==> config.mk <==
export PLATFORM = sky130hd
export DESIGN_NAME = vga_timing_monitor
export DESIGN_NICKNAME = d
export VERILOG_FILES = /design/src/rtl/vga_timing_monitor.sv
export SDC_FILE = /design/constraint.sdc
export NUM_CORES = 1
export LEC_CHECK = 0
export CAP_MARGIN = 20
export CORE_MARGIN = 3
export CORE_UTILIZATION = 45
export CTS_BUF_LIST = sky130_fd_sc_hd__clkbuf_2 sky130_fd_sc_hd__clkbuf_4 sky130_fd_sc_hd__clkbuf_8
export DETAILED_ROUTE_END_ITERATION = 10
export GPL_ROUTABILITY_DRIVEN = 0
export PLACE_DENSITY = 0.65
export REMOVE_ABC_BUFFERS = 1
export SLEW_MARGIN = 20
export SYNTH_ARGS = -nofsm -noshare
export SYNTH_HDL_FRONTEND = slang
export SYNTH_SLANG_ARGS = --single-unit
==> constraint.sdc <==
create_clock -name clk -period 6.75 [get_ports clk]
set_input_delay 0.675 -clock clk [delete_from_list [all_inputs] [get_ports clk]]
set_output_delay 0.675 -clock clk [all_outputs]
set_load 0.02 [all_outputs]
==> src/rtl/vga_timing_monitor.sv <==
// Sink-side VGA timing checker: recovers pixel x/y from hsync/vsync/active_video,
// measures line/frame/sync lengths against nominal values and reports lock.
module vga_timing_monitor #(
  parameter int H_TOTAL     = 800,
  parameter int H_SYNC      = 96,
  parameter int H_DISPLAY   = 640,
  parameter int V_TOTAL     = 525,
  parameter int V_SYNC      = 2,
  parameter int V_DISPLAY   = 480,
  parameter int LOCK_FRAMES = 2
) (
  input  logic        clk,
  input  logic        reset_n,
  input  logic        hsync,
  input  logic        vsync,
  input  logic        active_video,
  input  logic        clr_err,
  output logic        line_start,
  output logic        frame_start,
  output logic        pix_valid,
  output logic [10:0] pix_x,
  output logic [9:0]  pix_y,
  output logic [10:0] line_len,
  output logic [9:0]  frame_len,
  output logic [5:0]  err_flags,
  output logic        locked
);
  localparam logic [10:0] H_TOT  = 11'(H_TOTAL);
  localparam logic [10:0] H_SYN  = 11'(H_SYNC);
  localparam logic [11:0] H_DISP = 12'(H_DISPLAY);
  localparam logic [9:0]  V_TOT  = 10'(V_TOTAL);
  localparam logic [9:0]  V_SYN  = 10'(V_SYNC);
  localparam logic [10:0] V_DISP = 11'(V_DISPLAY);
  localparam logic [10:0] TO_LIM = 11'(2 * H_TOTAL);
  localparam logic [3:0]  LOCK_N = 4'(LOCK_FRAMES);

  logic        hs_s, vs_s, av_s, hs_prev, vs_line;
  logic [10:0] h_cnt, hw_cnt;
  logic [9:0]  v_cnt, vw_cnt;
  logic [4:0]  pend;
  logic [3:0]  ok_cnt;
  logic        seen_frame, timed_out, skip_len;

  logic        line_edge, hs_rise, frame_edge, vs_rise, timeout_hit, line_has_pix;
  logic [10:0] h_inc, hw_inc, pix_x_inc, act_lines;
  logic [9:0]  v_inc, vw_inc, pix_y_inc;
  logic [11:0] line_pix;
  logic [4:0]  new_pend, frame_chk;
  logic [3:0]  ok_inc;
  logic [5:0]  err_next;

  always_comb begin
    line_edge  = hs_prev & ~hs_s;
    hs_rise    = ~hs_prev & hs_s;
    frame_edge = line_edge & vs_line & ~vs_s;
    vs_rise    = line_edge & ~vs_line & vs_s;

    h_inc     = (h_cnt == '1) ? h_cnt : h_cnt + 11'd1;
    hw_inc    = (hw_cnt == '1) ? hw_cnt : hw_cnt + 11'd1;
    v_inc     = (v_cnt == '1) ? v_cnt : v_cnt + 10'd1;
    vw_inc    = (vw_cnt == '1) ? vw_cnt : vw_cnt + 10'd1;
    pix_x_inc = (pix_x == '1) ? pix_x : pix_x + 11'd1;
    pix_y_inc = (pix_y == '1) ? pix_y : pix_y + 10'd1;

    timeout_hit = ~line_edge & ~timed_out & (h_inc == TO_LIM);

    // pix_valid still holds the last pixel of the line that is ending now
    line_pix     = {1'b0, pix_x} + {11'd0, pix_valid};
    line_has_pix = (line_pix != 12'd0);
    act_lines    = {1'b0, pix_y} + {10'd0, line_has_pix};

    new_pend = '0;
    if (line_edge) begin
      new_pend[0] = ~timed_out & ~skip_len & (h_inc != H_TOT);
      new_pend[4] = line_has_pix & (line_pix != H_DISP);
    end
    if (hs_rise) new_pend[1] = (hw_cnt != H_SYN);
    if (vs_rise) new_pend[3] = (vw_cnt != V_SYN);

    frame_chk = pend | new_pend | {act_lines != V_DISP, 1'b0, v_inc != V_TOT, 2'b00};
    ok_inc    = (ok_cnt >= LOCK_N) ? LOCK_N : ok_cnt + 4'd1;

    err_next = clr_err ? 6'd0 : err_flags;
    if (frame_edge && seen_frame) err_next[4:0] = err_next[4:0] | frame_chk;
    if (timeout_hit) err_next[5] = 1'b1;
  end

  always_ff @(posedge clk or negedge reset_n) begin
    if (!reset_n) begin
      hs_s        <= 1'b1;
      vs_s        <= 1'b1;
      av_s        <= 1'b0;
      hs_prev     <= 1'b1;
      vs_line     <= 1'b1;
      h_cnt       <= '0;
      hw_cnt      <= '0;
      v_cnt       <= '0;
      vw_cnt      <= '0;
      pend        <= '0;
      ok_cnt      <= '0;
      seen_frame  <= 1'b0;
      timed_out   <= 1'b0;
      skip_len    <= 1'b0;
      line_start  <= 1'b0;
      frame_start <= 1'b0;
      pix_valid   <= 1'b0;
      pix_x       <= '0;
      pix_y       <= '0;
      line_len    <= '0;
      frame_len   <= '0;
      err_flags   <= '0;
      locked      <= 1'b0;
    end else begin
      hs_s        <= hsync;
      vs_s        <= vsync;
      av_s        <= active_video;
      hs_prev     <= hs_s;
      line_start  <= line_edge;
      frame_start <= frame_edge;
      pix_valid   <= av_s;
      err_flags   <= err_next;
      pend        <= frame_edge ? 5'd0 : (pend | new_pend);
      hw_cnt      <= line_edge ? 11'd1 : (~hs_s ? hw_inc : hw_cnt);

      if (line_edge) begin
        h_cnt     <= '0;
        line_len  <= h_inc;
        timed_out <= 1'b0;
        skip_len  <= timed_out;
        vs_line   <= vs_s;
        pix_x     <= '0;
        if (frame_edge) begin
          v_cnt     <= '0;
          frame_len <= v_inc;
          vw_cnt    <= 10'd1;
          pix_y     <= '0;
        end else begin
          v_cnt <= v_inc;
          if (!vs_s) vw_cnt <= vw_inc;
          if (line_has_pix) pix_y <= pix_y_inc;
        end
      end else begin
        // after a timeout h_cnt parks at the limit until hsync returns
        if (!timed_out) h_cnt <= h_inc;
        if (timeout_hit) timed_out <= 1'b1;
        if (pix_valid) pix_x <= pix_x_inc;
      end

      if (timeout_hit) begin
        locked     <= 1'b0;
        ok_cnt     <= '0;
        seen_frame <= 1'b0;
      end else if (frame_edge) begin
        if (!seen_frame) begin
          seen_frame <= 1'b1;
        end else if (frame_chk != 5'd0) begin
          ok_cnt <= '0;
          locked <= 1'b0;
        end else begin
          ok_cnt <= ok_inc;
          locked <= (ok_inc == LOCK_N);
        end
      end
    end
  end
endmodule

==> reports/results.tsv <==
stage	metric	value	unit
setup_path	worstPathRequired	7040	ps
clock_network	cts_resized	0	
final_layout	n_fill_cell	1236	
sta	finalCriticalPeriod	3860	ps
place	place_area	0.00656	mm²
logic_synthesis	synth_top_area_frac	0.449	
logic_synthesis	synth_commonest_cells	106 x dfrtp_1, 65 x nor2_1, 63 x nand2_1, 41 x o21ai_0, 25 x a21oi_1	
pwr	p_per_area	252	mW/mm²
logic_synthesis	synth_top_area_cell	dfrtp_1	
clock_network	clock_path_buffers	2	
place	post-dp-hpwl	9.10	mm
clock_network	clk_latency	380	ps
global_routing	grt_overflow	0	
run_status	status	finished clean	
setup_path	r2r_cells	13	
die	rows	41	
global_routing	grt_first_pass_wirelength	22.1	mm
routing	drt_pre_antenna_iters	5	
setup_path	path_cells	ha_1, ha_1, nor4b_1, mux2i_1, a22oi_1, nand3_1, ha_1, ha_1, nand3_1, nand4b_1, a2111oi_1, nand4_2, o22ai_1	
logic_synthesis	yosysWarnings	0	
sta	fin_ws	2890	ps
logic_synthesis	synth_ff_type	dfrtp_1	
clock_network	cts.sink_count	110	
clock_network	post_cts.repair.setup_buffers	0	
routing	drt_iter0_markers	291	
global_routing	grt_use_total	0.189	
hold_path	hp-class	in2async	
logic_synthesis	synth_cell_types	68	
routing	ant_nets	0	
die	fp.dieH	121	µm
logic_synthesis	synth_cells	627	
setup_path	cpMostUsedCell	ha_1	
global_routing	grt_pass1_vias	4371	
sta	setup_viol	0	
sta	slew_viol_final	0	
sta	rsz0062_at_grt	no	
setup_path	cp_slowest_cell	a2111oi_1	
clock_network	numCtsBuffers	9	
logic_synthesis	seq_area_frac_synth	0.467	
clock_network	hold_buffers	0	
final_layout	drive_above_1_share	0.0615	
pwr	leakage	2.88	nW
sta	setup-tns-final	0	ps
logic_synthesis	synth_area	0.00591	mm²
die	dieWidth	121	µm
routing	drc	0	
logic_synthesis	synth_area_leaders	dfrtp_1 45%, nor2_1 4.1%, nand2_1 4.0%	
sta	fmax	259	MHz
clock_network	cts_tree	yes	
logic_synthesis	yosysMostFrequentCell	dfrtp_1	
setup_path	criticalPathCategory	reg2reg	
setup_path	worstPathArrival	4150	ps
sta	period_share	0.572	
setup_path	setup.worst_path.end_class	flip-flop	
final_layout	stdcell_area	0.00674	mm²
die	core_area	0.0127	mm²
global_routing	antenna_found_initial	0	
logic_synthesis	synthArstFlopShare	1.00	
sta	fin_skew	12.9	ps
pwr	vdd_drop_max	0.180	mV
routing	post_drt_wl_per_cell	15.6	µm
sta	slew_headroom	0.356	
final_layout	antenna_cells	0	
flow_run	maxCapViolCount	0	
final_layout	nets	683	
die	ios	58	
clock_network	root_buffer	clkbuf_8	
setup_path	start_kind	flip-flop	
final_layout	fin_cells	839	
logic_synthesis	synth_edf_count	0	
sta	final_hold_viol_count	0	
die	die-area	0.0145	mm²
sta	tightest_slew	954	ps
routing	viasPerCell	5.67	
setup_path	critical-path-max-stage-delay	580	ps
pwr	power.total	1.70	mW
logic_synthesis	syn_area_per_cell	9.42	µm²
final_layout	area_delta_synth_final	14.1	%
place	port_buffers	57	
place	dp.cells	823	
die	start_util	0.464	
logic_synthesis	synth-seq-cells	110	
clock_network	htreeDepth	3	
routing	wirelength	13.1	mm
global_routing	grt_max_degree	72	
place	dpl_worst_slack	2930	ps
setup_path	path_max_fanout	5	
routing	via_count	4755	
clock_network	path_clk_slew	100	ps
==> per-stage QoR <==
step           hold slack (ps)   util
6_report                   260  0.530
5_1_grt                    268  0.530
4_1_cts                    263  0.530
3_5_place_dp               341  0.515
3_3_place_gp               339  0.515
2_1_floorplan              331      -
==> metal layers <==
layer / global-route usage / share of wire
met1: 0.274 / 0.48
met2: 0.278 / 0.44
met3: 0.0524 / 0.064
met4: 0.0510 / 0.011
met5: 0 / 0
==> layout make-up <==
type | instances | area [µm²] | area share
Sequential cell | 110 | 2760 | 0.409
Clock inverter | 3 | 21.3 | 0.00316
Clock buffer | 13 | 160 | 0.0238
Inverter | 24 | 90.1 | 0.0134
Multi-Input combinational cell | 457 | 2900 | 0.431
Timing Repair Buffer | 60 | 591 | 0.0876
Tap cell | 172 | 215 | 0.0319
==> cell usage in the layout (no fill, tap or decap), types with 15 or more instances in the layout <==
cell	netlist	final
a21oi_1	25	25
clkdlybuf4s50_1	0	56
dfrtp_1	106	106
ha_1	15	15
inv_1	23	23
nand2_1	63	63
nand3_1	24	24
nand4_1	21	21
nor2_1	65	65
o21ai_0	41	41
xnor2_1	19	19
xor2_1	18	18
==> cells by family after synthesis <==
logic type                 after synthesis  share of synthesized area
AOI/OAI and AO/OA                      136                      0.160
xor gates and xnor gates                37                     0.0549
adders and majority gates               15                     0.0318
buffers and inverters                   60                     0.0413
DFF                                    110                      0.467
muxes                                   11                     0.0191
and+or+nand+nor                        258                      0.226
==> power by group <==
group          leakage (nW)  switching [mW]  total, mW  internal [mW]
logic                  1.34           0.244      0.451          0.206
registers              1.45           0.125      0.869          0.744
clock network        0.0939           0.223      0.380          0.157
==> state kept, by name (all words and copies together) (netlist names), 4 cells and up <==
| name | count |
|---|---|
| h_cnt | 11 |
| hw_cnt | 11 |
| line_len | 11 |
| pix_x | 11 |
| frame_len | 10 |
| pix_y | 10 |
| v_cnt | 10 |
| vw_cnt | 10 |
| err_flags | 6 |
| ok_cnt | 4 |
| pend | 4 |
==> final timing paths <==
check,endpoint,slack (ps),startpoint
max,ok_cnt[1],2890,pix_x[0]
min,h_cnt[3],260,reset_n
max reg2reg,ok_cnt[1],2890,pix_x[0]
min reg2reg,pix_valid,360,av_s
max in group asynchronous,vw_cnt[6],5220,reset_n
min in group clk,pix_valid,360,av_s
==> worst max-delay path: cells and delay by family, from the launching register on <==
kind / cells / cell delay [ps]
muxes: 1 / 150
DFF: 1 / 450
and+or+nand+nor: 5 / 930
AOI/OAI and AO/OA: 3 / 1240
adders and majority gates: 4 / 1010
Note: power is estimated with default switching activity, not from simulation.
